--- config.mk ---
export PLATFORM = sky130hd
export DESIGN_NAME = prio_object_ctrl
export DESIGN_NICKNAME = d
export VERILOG_FILES = /design/src/rtl/prio_object_ctrl.sv
export SDC_FILE = /design/constraint.sdc
export NUM_CORES = 1
export LEC_CHECK = 0
export ABC_AREA = 0
export CORE_MARGIN = 2
export CORE_UTILIZATION = 43
export CTS_BUF_LIST = sky130_fd_sc_hd__clkbuf_2 sky130_fd_sc_hd__clkbuf_4 sky130_fd_sc_hd__clkbuf_8
export DETAILED_ROUTE_END_ITERATION = 10
export SLEW_MARGIN = 20
export SYNTH_ARGS = -nofsm -noshare
export SYNTH_HDL_FRONTEND = slang
export SYNTH_SLANG_ARGS = --single-unit
--- constraint.sdc ---
create_clock -name clk_i -period 2.13 [get_ports clk_i]
set_input_delay 0.426 -clock clk_i [delete_from_list [all_inputs] [get_ports clk_i]]
set_output_delay 0.426 -clock clk_i [all_outputs]
set_load 0.05 [all_outputs]
--- src/rtl/prio_object_ctrl.sv ---
// Priority-arbitrated on/off controller for N_OBJ objects with per-object ownership hold timers.
// Outputs are registered: a request sampled on one rising edge is answered on that same edge's register update.
module prio_object_ctrl #(
    parameter int N_OBJ    = 5,
    parameter int LP_W     = 2,
    parameter int HOLD_CYC = 16,
    localparam int OBJ_W   = (N_OBJ > 1) ? $clog2(N_OBJ) : 1,
    localparam int ST_W    = 2 + LP_W
) (
    input  logic                    clk_i,
    input  logic                    rstn_i,
    input  logic                    en_i,
    input  logic [OBJ_W-1:0]        object_number_i,
    input  logic [LP_W-1:0]         lp_i,
    input  logic                    command_i,
    input  logic                    force_off_i,
    output logic                    ack_o,
    output logic                    nack_o,
    output logic                    err_o,
    output logic [N_OBJ*ST_W-1:0]   status_o
);

    localparam int CNT_W = (HOLD_CYC > 0) ? $clog2(HOLD_CYC + 1) : 1;
    localparam int IDX_N = 1 << OBJ_W;
    localparam logic [IDX_N-1:0] IDX_OK  = {IDX_N{1'b1}} >> (IDX_N - N_OBJ);
    localparam logic [CNT_W-1:0] HOLD_LD = CNT_W'(HOLD_CYC);

    logic [N_OBJ-1:0] on_q, on_d;
    logic [LP_W-1:0]  owner_q [N_OBJ];
    logic [LP_W-1:0]  owner_d [N_OBJ];
    logic [CNT_W-1:0] cnt_q   [N_OBJ];
    logic [CNT_W-1:0] cnt_d   [N_OBJ];
    logic             ack_q, nack_q, err_q;
    logic             ack_d, nack_d, err_d;
    logic [N_OBJ-1:0] busy;
    logic             in_range;
    logic             req_ok;
    logic             accept;

    always_comb begin
        for (int k = 0; k < N_OBJ; k++) begin
            busy[k] = (cnt_q[k] != '0);
        end
    end

    // Owner clears on the edge the counter reaches zero; with no hold it lasts exactly one cycle.
    always_comb begin
        in_range = IDX_OK[object_number_i];
        req_ok   = en_i && in_range && !force_off_i;
        accept   = 1'b0;
        on_d     = on_q;
        for (int k = 0; k < N_OBJ; k++) begin
            owner_d[k] = owner_q[k];
            cnt_d[k]   = cnt_q[k];
            if (force_off_i) begin
                on_d[k]    = 1'b0;
                owner_d[k] = '0;
                cnt_d[k]   = '0;
            end else if (req_ok && (object_number_i == OBJ_W'(k))
                         && (!busy[k] || (lp_i >= owner_q[k]))) begin
                accept     = 1'b1;
                on_d[k]    = command_i;
                owner_d[k] = lp_i;
                cnt_d[k]   = HOLD_LD;
            end else begin
                if (busy[k]) begin
                    cnt_d[k] = cnt_q[k] - CNT_W'(1);
                end
                if (cnt_q[k] <= CNT_W'(1)) begin
                    owner_d[k] = '0;
                end
            end
        end
        ack_d  = accept;
        nack_d = en_i && !accept;
        err_d  = en_i && !in_range;
    end

    always_ff @(posedge clk_i or negedge rstn_i) begin
        if (!rstn_i) begin
            on_q   <= '0;
            ack_q  <= 1'b0;
            nack_q <= 1'b0;
            err_q  <= 1'b0;
            for (int k = 0; k < N_OBJ; k++) begin
                owner_q[k] <= '0;
                cnt_q[k]   <= '0;
            end
        end else begin
            on_q   <= on_d;
            ack_q  <= ack_d;
            nack_q <= nack_d;
            err_q  <= err_d;
            for (int k = 0; k < N_OBJ; k++) begin
                owner_q[k] <= owner_d[k];
                cnt_q[k]   <= cnt_d[k];
            end
        end
    end

    always_comb begin
        status_o = '0;
        for (int k = 0; k < N_OBJ; k++) begin
            status_o[k*ST_W +: ST_W] = {owner_q[k], busy[k], on_q[k]};
        end
    end

    assign ack_o  = ack_q;
    assign nack_o = nack_q;
    assign err_o  = err_q;

endmodule

After elaboration in Yosys (flattened, before gate mapping)
Memories as Yosys holds them, arrays and structs flattened.
Cells that the tools add are included.
{"block": "word_totals", "reg_bits": 43, "rom_bits": 8, "in_bits": 10, "elab_cells": 138, "mem_count": 1}
{"block": "classes", "addsub": 5, "magnitude_cmp": 11, "eq_ne": 4, "n_mux": 51, "reduce_logical": 48}
{"name": "(name not given)", "words": 8, "width": 1, "rd": 1, "rd_ports_with_merged_regs": 0, "write_ports": 0, "line_no": "48", "text": "in_range = IDX_OK[object_number_i];"}
{"op": "5-bit 2-to-1 mux", "count": 15}
{"op": "2-bit 2-to-1 mux", "count": 15}
{"op": "3-bit nonzero test", "count": 10}
{"op": "5-bit by 1-bit less-or-equal comparator with 1-bit output, second input constant", "count": 5}
{"op": "5-bit nonzero test", "count": 5}
{"op": "5-bit by 1-bit subtractor with 5-bit output, second input constant", "count": 5}
{"op": "1-bit 2-to-1 mux", "count": 21}
{"op": "1-bit logical AND", "count": 14}
{"op": "2-bit >= comparator", "count": 5}
{"op": "2-bit nonzero test", "count": 5}
{"op": "1-bit zero test", "count": 8}
{"op": "3-bit by 2-bit == test with 1-bit output, second input constant", "count": 2}
{"op": "1-bit logical OR", "count": 5}
{"op": "3-bit by 4-bit less-than comparator with 1-bit output, second input constant", "count": 1}
{"op": "3-bit by 1-bit == test with 1-bit output, second input constant", "count": 1}
{"op": "3-bit == test, second input constant", "count": 1}
{"op": "3-bit zero test", "count": 1}

Longest topological paths before layout
Gate-level depths: netlist of the first run.
{"block": "logic_depth", "depth_word": 18, "depth_mapped": 6, "mapped_depth_nobuf": 6}

Worst setup path after synthesis of the first run
Ideal clock, no wire load.
{"block": "synth_path", "kind": "reg2reg", "startpoint": "register owner_q (netlist bit status_o[6])", "endpoint": "register ack_q, in the netlist ack_o", "setup_time_ns": 0.139, "t_arrival_ns": 2.037, "slack_ns": -0.046, "stages_incl_launch_ff": 6, "n_path_buf": 0, "cell_sequence": "dfrtp_1 ha_1 nand2b_2 a211oi_4 o22ai_1 or4_1"}
{"block": "synth_between", "elab_chain_cells": 11}
{"element": "from (decl)", "line_no": "29", "text": "logic [LP_W-1:0] owner_q [N_OBJ];"}
{"element": "from (signal, indexed assignment)", "line_no": "95", "text": "owner_q[k] <= owner_d[k];"}
{"element": "2-bit >= comparator *", "line_no": "60", "text": "&& (!busy[k] || (lp_i >= owner_q[k]))) begin"}
{"element": "1-bit logical OR *", "line_no": "60"}
{"element": "1-bit logical AND *", "line_no": "60"}
{"element": "1-bit 2-to-1 mux *", "line_no": "59", "text": "end else if (req_ok && (object_number_i == OBJ_W'(k))"}
{"element": "1-bit 2-to-1 mux *", "line_no": "55", "text": "if (force_off_i) begin"}
{"element": "1-bit 2-to-1 mux", "line_no": "59"}
{"element": "1-bit 2-to-1 mux *", "line_no": "55"}
{"element": "1-bit 2-to-1 mux", "line_no": "59"}
{"element": "1-bit 2-to-1 mux *", "line_no": "55"}
{"element": "1-bit 2-to-1 mux", "line_no": "59"}
{"element": "1-bit 2-to-1 mux *", "line_no": "55"}
{"element": "named net accept", "line_no": "38", "text": "logic accept;"}
{"element": "to (signal assigned)", "line_no": "91", "text": "ack_q <= ack_d;"}
{"element": "to (decl)", "line_no": "33", "text": "logic ack_q, nack_q, err_q;"}
The timed path passes the listed nets; every way through them passes the cells marked *.
A chain may end at the register's enable or synchronous reset.

Final worst setup path of the first run
{"block": "layout_path", "startpoint": "input lp_i[1]", "endpoint": "register ack_q, in the netlist ack_o"}
{"block": "layout_between", "elab_chain_cells": 13, "elab_cells_between_ends": 25, "classes_between": "order compare (5); mux (10); reduce/logical (10)"}
{"element": "from (decl)", "line_no": "14", "text": "input logic [LP_W-1:0] lp_i,"}
{"element": "2-bit >= comparator", "line_no": "60"}
{"element": "1-bit logical OR", "line_no": "60"}
{"element": "1-bit logical AND", "line_no": "60"}
{"element": "1-bit 2-to-1 mux", "line_no": "59"}
{"element": "1-bit 2-to-1 mux", "line_no": "55"}
{"element": "1-bit 2-to-1 mux", "line_no": "59"}
{"element": "1-bit 2-to-1 mux", "line_no": "55"}
{"element": "1-bit 2-to-1 mux", "line_no": "59"}
{"element": "1-bit 2-to-1 mux", "line_no": "55"}
{"element": "1-bit 2-to-1 mux", "line_no": "59"}
{"element": "1-bit 2-to-1 mux", "line_no": "55"}
{"element": "1-bit 2-to-1 mux", "line_no": "59"}
{"element": "1-bit 2-to-1 mux *", "line_no": "55"}
{"element": "named net accept", "line_no": "38"}
Marks and branches as above.

==> results of run 1 <==
report_power, final:
group / internal (mW) / total, mW / switching, mW
Combinational: 1.06 / 2.31 / 1.24
Sequential: 0.996 / 1.25 / 0.250
Clock: 0.309 / 0.587 / 0.279
cells by family after synthesis:
group,count (synthesis),synth area share
AND/OR/NAND/NOR,107,0.234
multiplexers,2,0.00750
AO/OA/AOI/OAI,63,0.172
XOR/XNOR,11,0.0361
adder cells (fa/ha/maj),23,0.108
buffers and inverters,28,0.0394
flip-flops,43,0.403
layer usage:
| layer | GRT usage | share of wire | vias up |
|---|---|---|---|
| li1 | - | - | 1136 |
| met1 | 0.253 | 0.49 | 1092 |
| met2 | 0.312 | 0.48 | 34 |
| met3 | 0.0298 | 0.025 | 5 |
| met4 | 0.0551 | 0.012 | 0 |
| met5 | 0 | 0 | - |
placed cells by master, fill, tap and decap left out, drive strengths merged, types with 4 or more instances in the layout:
cell type and instances:
ha 23, nand3 15, a2111oi 4, and2 4, clkdlybuf4s50 25, inv 23, buf 39, nor4b 5
nor3 18, nor2 27, o211ai 11, dfrtp 43, nand2b 5, xnor2 11, a21oi 21, clkbuf 8
nand2 14, a211o 5, or3 4, a211oi 6, nor4 8, o21ai 12
path summary, 6_finish.rpt:
path | to | slack, ps | cells after the start
min | cnt_q[22] | 130 | 1
max reg2reg | ack_o | 120 | 7
min reg2reg | on_q[0] | 560 | 2
min in group clk_i | on_q[0] | 560 | 2
max | ack_o | 50 | 6
max in group asynchronous | status_o[6] | 1290 | 2
per-stage QoR:
stage / std cells / power, mW
6_report: 420 / 4.14
5_1_grt: 420 / 4.46
3_5_place_dp: 405 / 3.42
3_3_place_gp: 405 / 3.39
4_1_cts: 417 / 4.11
2_1_floorplan: 277 / 2.82
Yosys cell counts:
| library cell | number |
|---|---|
| sky130_fd_sc_hd__a211oi_4 | 3 |
| sky130_fd_sc_hd__o31a_1 | 1 |
| sky130_fd_sc_hd__a211oi_2 | 2 |
| sky130_fd_sc_hd__inv_1 | 23 |
| sky130_fd_sc_hd__o22ai_1 | 1 |
| sky130_fd_sc_hd__and3b_1 | 1 |
| sky130_fd_sc_hd__o21ai_0 | 12 |
| sky130_fd_sc_hd__and2_1 | 4 |
| sky130_fd_sc_hd__nor3_1 | 18 |
| sky130_fd_sc_hd__nor4b_4 | 5 |
| sky130_fd_sc_hd__a211oi_1 | 1 |
| sky130_fd_sc_hd__nand3_1 | 15 |
| sky130_fd_sc_hd__nor3b_1 | 2 |
| sky130_fd_sc_hd__a2111oi_1 | 3 |
| sky130_fd_sc_hd__nand2b_1 | 4 |
| sky130_fd_sc_hd__a22oi_1 | 1 |
| sky130_fd_sc_hd__a31oi_1 | 1 |
| sky130_fd_sc_hd__mux2i_1 | 2 |
| sky130_fd_sc_hd__ha_1 | 23 |
| sky130_fd_sc_hd__nor2b_1 | 2 |
| sky130_fd_sc_hd__xnor2_1 | 11 |
| sky130_fd_sc_hd__dfrtp_1 | 43 |
| sky130_fd_sc_hd__clkbuf_1 | 5 |
| sky130_fd_sc_hd__a21oi_1 | 21 |
| sky130_fd_sc_hd__nor4_1 | 8 |
| sky130_fd_sc_hd__nand2_1 | 14 |
| sky130_fd_sc_hd__or3_1 | 4 |
| sky130_fd_sc_hd__nand2b_2 | 1 |
| sky130_fd_sc_hd__nor2_2 | 1 |
| sky130_fd_sc_hd__a2111oi_2 | 1 |
| sky130_fd_sc_hd__a211o_1 | 4 |
| sky130_fd_sc_hd__nor2_1 | 26 |
| sky130_fd_sc_hd__or4_1 | 2 |
| sky130_fd_sc_hd__o211ai_1 | 11 |
| sky130_fd_sc_hd__a211o_2 | 1 |
worst max-delay path, cell delays in order:
cell                              delay, ps
sky130_fd_sc_hd__clkdlybuf4s50_1        390
sky130_fd_sc_hd__buf_4                  180
sky130_fd_sc_hd__ha_1                   350
sky130_fd_sc_hd__a211oi_4               280
sky130_fd_sc_hd__o22ai_2                120
sky130_fd_sc_hd__or4_1                  500
registers in the layout, indices dropped and copies added (netlist names):
signal	count
ack_o	1
nack_o	1
on_q	5
cnt_q	25
status_o	10
err_o	1
layout make-up:
type / count / area [um^2] / share of cell area
Clock buffer: 8 / 104 / 0.0301
Timing Repair Buffer: 65 / 553 / 0.160
Tap cell: 75 / 93.8 / 0.0272
Multi-Input combinational cell: 206 / 1530 / 0.444
Sequential cell: 43 / 1080 / 0.313
Inverter: 23 / 86.3 / 0.0250
repair_timing:
action | CTS | global route
setup buffers | 4 | 3
resized for setup | 3 | 8
pin swaps | 2 | 6
endpoints found under the setup margin | 11 | 15
==> tab_implementation.tex, run 1 <==
\begin{tabular}{lr}
\hline
Metric & Value \\
\hline
\multicolumn{2}{l}{\textbf{Finish}} \\
Share of final-layout standard cells stronger than drive strength 1 & 0.212 \\
ANT cells & 0 \\
Final core area utilization & 0.579 \\
Number of nets in the layout & 377 \\
Fill cell instance count of the final layout & 552 \\
Layout overhead on the synthesized area & 29.1\% \\
Design area & 0.00345 mm\^{}2 \\
\multicolumn{2}{l}{\textbf{Critical path}} \\
Critical Path Start & lp\_i[1] \\
Data arrival time at the worst-slack endpoint & 2250 ps \\
Start-to-end type of the worst setup path & input port to flop \\
Critical path data required time & 2300 ps \\
Sort of element at the end of the critical path & flop \\
Critical path fanouts, max & 9 \\
Startpoint types & input port \\
Reg2reg start & cnt\_q[10] \\
\multicolumn{2}{l}{\textbf{Clock tree}} \\
Number of buffers added to fix hold violations after cts & 0 \\
Depth of the CTS H-tree & 2 \\
Clock tree from TritonCTS & yes \\
Total clock buffers created by CTS & 5 \\
Clk slew on worst S/H paths & 80 ps \\
Clock sink count & 43 \\
Clock root cell & sky130\_fd\_sc\_hd\_\_clkbuf\_8 \\
Clock latency at the later pin of the worst-skew pair & 300 ps \\
Maximum root-to-sink buffer count & 2 \\
\multicolumn{2}{l}{\textbf{Timing}} \\
Maximum clock frequency & 0.482 GHz \\
Final setup violation count & 0 \\
Clock skew & 2.86 ps \\
TNS Setup & 0 ps \\
Max-slew violation count & 0 \\
WHS & 128 ps \\
Final period demand of the worst path & 2080 ps \\
Worst-margin pin slew & 617 ps \\
Worst-case setup margin in the final layout & 53.7 ps \\
Rel. slew slack & 0.589 \\
Setup repair after global routing missed its margin & no \\
Number of hold violations in the final report & 0 \\
Period utilization & 0.975 \\
\multicolumn{2}{l}{\textbf{Power and ir drop}} \\
Leakage dissipation & 1.50 nW \\
Worst IR Drop VDD & 0.910 mV \\
Power Dens Cells & 1200 mW/mm\^{}2 \\
\multicolumn{2}{l}{\textbf{Global routing}} \\
Largest net degree at the start of global routing & 27 \\
Sum of overflow across all layers after global routing & 0 \\
Global-route wire length before repair & 10.5 mm \\
Via count of the first global-routing pass & 2229 \\
Initial antenna violation count & 0 \\
Total Routing Usage GR & 0.187 \\
\multicolumn{2}{l}{\textbf{Logic synthesis}} \\
Largest area contributor in the synthesized netlist & sky130\_fd\_sc\_hd\_\_dfrtp\_1 \\
Cells taking the most area after synthesis & sky130\_fd\_sc\_hd\_\_dfrtp\_1, sky130\_fd\_sc\_hd\_\_ha\_1, sky130\_fd\_sc\_hd\_\_nor4b\_4 \\
Unique cell type count in the Yosys netlist & 35 \\
Part of the Yosys area used for sequential elements & 0.403 \\
Mapped Avg Cell Area & 9.64 um\^{}2 \\
Yosys top cell area share & 0.403 \\
Synthesized instance count & 277 \\
Netlist area before placement & 0.00267 mm\^{}2 \\
Synth Warn \# & 0 \\
Total of flip-flops plus latches after synthesis & 43 \\
Syn Nets & 310 \\
\multicolumn{2}{l}{\textbf{Status}} \\
Outcome & finished clean \\
\multicolumn{2}{l}{\textbf{Placed design}} \\
Pre-CTS setup slack & -472 ps \\
Placed inst area & 0.00325 mm\^{}2 \\
Global placer's final weighted congestion & 0.833 \\
Buffers added on ports & 32 \\
DP HPWL & 4.62 mm \\
\multicolumn{2}{l}{\textbf{Drt}} \\
Routed wire length & 6.24 mm \\
Violation count after the first detailed-route iteration & 91 \\
Count of antenna-violating nets left after detailed routing & 0 \\
Mean routed wirelength per cell & 14.9 um \\
First drt pass iteration count & 4 \\
Total via count after detailed routing & 2267 \\
Post-route DRC violation count & 0 \\
Via count normalized by instance count & 5.40 \\
\multicolumn{2}{l}{\textbf{Floorplan}} \\
Core outline area & 0.00596 mm\^{}2 \\
Number of core rows & 28 \\
Starting utilization of the core area & 0.448 \\
Top-level I/O count & 33 \\
Chip height & 82.8 um \\
Area enclosed by the die boundary & 0.00686 mm\^{}2 \\
Die Span X & 82.8 um \\
\multicolumn{2}{l}{\textbf{Job}} \\
Max cap viols & 0 \\
\multicolumn{2}{l}{\textbf{Hold path}} \\
Min-Delay Path Class & input port to async pin \\
\hline
\end{tabular}
Note: power is estimated with default switching activity, not from simulation.
==> run 2, diff against run 1 <==
CORE_MARGIN = default   (was 2)
clock period = 2.7 ns   (was 2.13 ns; I/O delays follow)
==> tab_implementation.tex, run 2 (synthesis gave the netlist of run 1 again) <==
\begin{tabular}{lr}
\hline
Metric & Value \\
\hline
\multicolumn{2}{l}{\textbf{Critical path}} \\
Worst path bufs/invs & 3 (+1) \\
Max stage delay cell, worst path & sky130\_fd\_sc\_hd\_\_clkdlybuf4s50\_1 \\
Sort of element at the end of the critical path & output pin \\
Kind of cell adding the most delay to the critical path & buffers and inverters \\
RR Endpoint & ack\_o \\
CP Cell Sequence & inv\_1, ha\_1, nor4b\_4, inv\_1, clkdlybuf4s50\_1 \\
Start-to-end type of the worst setup path & flop to output pin \\
Data arrival time at the worst-slack endpoint & 2000 ps (-250 ps) \\
Critical path data required time & 2160 ps (-140 ps) \\
Cell repeated most along the worst path & sky130\_fd\_sc\_hd\_\_inv\_1 \\
Critical path fanouts, max & 4 (-5) \\
Delay contributed by the slowest stage of the critical path & 790 ps (+290 ps) \\
Worst reg-to-reg setup slack & 660 ps (+540 ps) \\
Startpoint types & flop \\
Reg2reg start & cnt\_q[15] \\
Depth of the most critical reg-to-reg path & 7 (unchanged) \\
\multicolumn{2}{l}{\textbf{Finish}} \\
Final core area utilization & 0.554 (-0.0248) \\
Number of flip-flops in the largest register & 25 (unchanged) \\
Share of final-layout standard cells stronger than drive strength 1 & 0.130 (-0.0813) \\
Number of nets in the layout & 362 (-4.0\%) \\
Most common cell after layout, fill and taps aside & sky130\_fd\_sc\_hd\_\_dfrtp\_1 \\
Most used cells in the layout excluding fill and tap cells & sky130\_fd\_sc\_hd\_\_dfrtp\_1, sky130\_fd\_sc\_hd\_\_clkdlybuf4s50\_1, sky130\_fd\_sc\_hd\_\_nor2\_1, sky130\_fd\_sc\_hd\_\_inv\_1, sky130\_fd\_sc\_hd\_\_ha\_1 \\
Design area & 0.00330 mm\^{}2 (-4.3\%) \\
Largest reg by FF count & cnt\_q \\
Multi-input gate area in the final layout & 0.00149 mm\^{}2 (-2.7\%) \\
Layout overhead on the synthesized area & 23.6\% \\
Footprint of the flip-flops and latches & 0.00108 mm\^{}2 (-0.35\%) \\
Finished Layout Cells & 405 (-3.6\%) \\
ANT cells & 0 (unchanged) \\
Fill cell instance count of the final layout & 531 (-3.8\%) \\
\multicolumn{2}{l}{\textbf{Timing}} \\
Worst-margin pin slew & 603 ps (-13.3 ps) \\
Worst-case setup margin in the final layout & 157 ps (+104 ps) \\
Max-slew violation count & 0 (unchanged) \\
WHS & 193 ps (+64.5 ps) \\
Clock skew & 4.81 ps (+1.96 ps) \\
Final setup violation count & 0 (unchanged) \\
TNS Setup & 0 ps (unchanged) \\
Maximum clock frequency & 0.393 GHz \\
Number of hold violations in the final report & 0 (unchanged) \\
Rel. slew slack & 0.594 (+0.00518) \\
Setup repair after global routing missed its margin & no \\
Period utilization & 0.942 \\
Final period demand of the worst path & 2540 ps \\
\multicolumn{2}{l}{\textbf{Job}} \\
Max cap viols & 0 (unchanged) \\
\multicolumn{2}{l}{\textbf{Clock tree}} \\
Clock root cell & sky130\_fd\_sc\_hd\_\_clkbuf\_8 \\
Clock sink count & 43 (unchanged) \\
Total clock buffers created by CTS & 5 (unchanged) \\
Depth of the CTS H-tree & 2 (unchanged) \\
Clk slew on worst S/H paths & 80 ps (about the same) \\
Clock tree from TritonCTS & yes \\
Maximum root-to-sink buffer count & 2 (unchanged) \\
Clock latency at the later pin of the worst-skew pair & 300 ps (about the same) \\
\multicolumn{2}{l}{\textbf{Power and ir drop}} \\
Switching portion of total power & 0.431 (+0.00314) \\
Power consumption & 3.14 mW (-24\%) \\
Internal power component & 1.78 mW (-25\%) \\
Switching power & 1.35 mW (-24\%) \\
Share of power burned in combinational logic & 0.542 (-0.015) \\
Power Dens Cells & 951 mW/mm\^{}2 (-21\%) \\
Worst IR Drop VDD & 0.761 mV (-16\%) \\
Leakage dissipation & 1.42 nW (-5.1\%) \\
Fraction of power consumed by the clock network & 0.147 (+0.005) \\
Part of the total power dissipated in sequential elements & 0.311 (+0.010) \\
\multicolumn{2}{l}{\textbf{Global routing}} \\
Global-route wire length before repair & 9.94 mm (-5.6\%) \\
Total Routing Usage GR & 0.199 (+0.0115) \\
Initial antenna violation count & 0 (unchanged) \\
Largest net degree at the start of global routing & 41 (+52\%) \\
Via count of the first global-routing pass & 2177 (-2.3\%) \\
Sum of overflow across all layers after global routing & 0 (unchanged) \\
\multicolumn{2}{l}{\textbf{Placed design}} \\
Buffers added on ports & 32 (unchanged) \\
DP HPWL & 4.46 mm (-3.4\%) \\
Number of placed instances, taps included & 397 (-2.0\%) \\
Placed inst area & 0.00319 mm\^{}2 (-1.7\%) \\
Pre-CTS setup slack & -27.4 ps (+444 ps) \\
Global placer's final weighted congestion & 0.796 (-4.3\%) \\
\multicolumn{2}{l}{\textbf{Floorplan}} \\
Chip height & 80.8 um (-2.4\%) \\
Number of core rows & 28 (unchanged) \\
Starting utilization of the core area & 0.448 (unchanged) \\
Core outline area & 0.00596 mm\^{}2 (unchanged) \\
Die Span X & 80.8 um (-2.4\%) \\
Area enclosed by the die boundary & 0.00653 mm\^{}2 (-4.8\%) \\
Top-level I/O count & 33 (unchanged) \\
\multicolumn{2}{l}{\textbf{Drt}} \\
Via count normalized by instance count & 5.30 (-1.8\%) \\
Total via count after detailed routing & 2147 (-5.3\%) \\
Routed wire length & 5.90 mm (-5.5\%) \\
Mean routed wirelength per cell & 14.6 um (-2.0\%) \\
Count of antenna-violating nets left after detailed routing & 0 (unchanged) \\
Violation count after the first detailed-route iteration & 99 (+8.8\%) \\
Post-route DRC violation count & 0 (unchanged) \\
First drt pass iteration count & 4 (unchanged) \\
\multicolumn{2}{l}{\textbf{Status}} \\
Outcome & finished clean \\
\multicolumn{2}{l}{\textbf{Hold path}} \\
Min-Delay Path Class & input port to async pin \\
\hline
\end{tabular}
## run 2: cell types whose count changed in the layout (fill, tap and decap cells not counted), moves of 2 or more
cell / previous run / this run
sky130_fd_sc_hd__buf_4: 38 / 20
sky130_fd_sc_hd__clkdlybuf4s50_1: 25 / 27
sky130_fd_sc_hd__dfrtp_1: 40 / 43
sky130_fd_sc_hd__dfrtp_2: 3 / 0
sky130_fd_sc_hd__inv_1: 21 / 23
sky130_fd_sc_hd__inv_2: 2 / 0
sky130_fd_sc_hd__nand2b_4: 2 / 0
sky130_fd_sc_hd__nor4_1: 6 / 8
sky130_fd_sc_hd__nor4_2: 2 / 0
## run 2: cell type report
| type | count | share of cell area |
|---|---|---|
| clock buffer | 8 | 0.0315 |
| inverter | 23 | 0.0262 |
| multi-input combinational | 206 | 0.451 |
| sequential | 43 | 0.326 |
| tap | 75 | 0.0284 |
| timing repair buffer | 50 | 0.137 |
## run 2: routing by layer
| metal | global-route usage | up-vias | wire length, um |
|---|---|---|---|
| met4 | 0.0482 | 0 | 53 |
| met1 | 0.261 | 1011 | 2890 |
| met5 | 0 | - | 0 |
| met3 | 0.0393 | 5 | 175 |
| met2 | 0.336 | 31 | 2780 |
| li1 | - | 1100 | - |
## run 2: timing repair
action,in CTS,in global routing
gates resized for setup,0,2
hold buffers,0,0
setup endpoints to repair,0,2
buffers inserted,0,0
## run 2: worst max path at each step
stage	slack [ps]	cells past startpoint	start	end
2_1_floorplan	520	5	status_o[6]	ack_o
3_3_place_gp	0.8	8	lp_i[0]	nack_o
3_5_place_dp	-30	7	lp_i[0]	ack_o
4_1_cts	60	5	cnt_q[5]	status_o[13]
5_1_grt	20	5	cnt_q[0]	status_o[17]
6_report	160	5	cnt_q[0]	status_o[17]
## run 2: power groups by stage
stage | sequential (mW) | clock [mW] | combinational [mW]
floorplan | 0.977 | 0 | 1.25
global placement | 0.986 | 0 | 1.69
detailed placement | 0.986 | 0 | 1.71
CTS | 0.975 | 0.483 | 1.72
global route | 1.00 | 0.505 | 1.89
finish | 0.975 | 0.463 | 1.70
## run 2: worst register-to-register path: cells and delay by family (launching register included)
kind | cells | cell delay (ps)
flip-flops | 1 | 390
AND/OR/NAND/NOR | 2 | 640
buffers and inverters | 2 | 270
adder cells (fa/ha/maj) | 1 | 230
AO/OA/AOI/OAI | 2 | 390
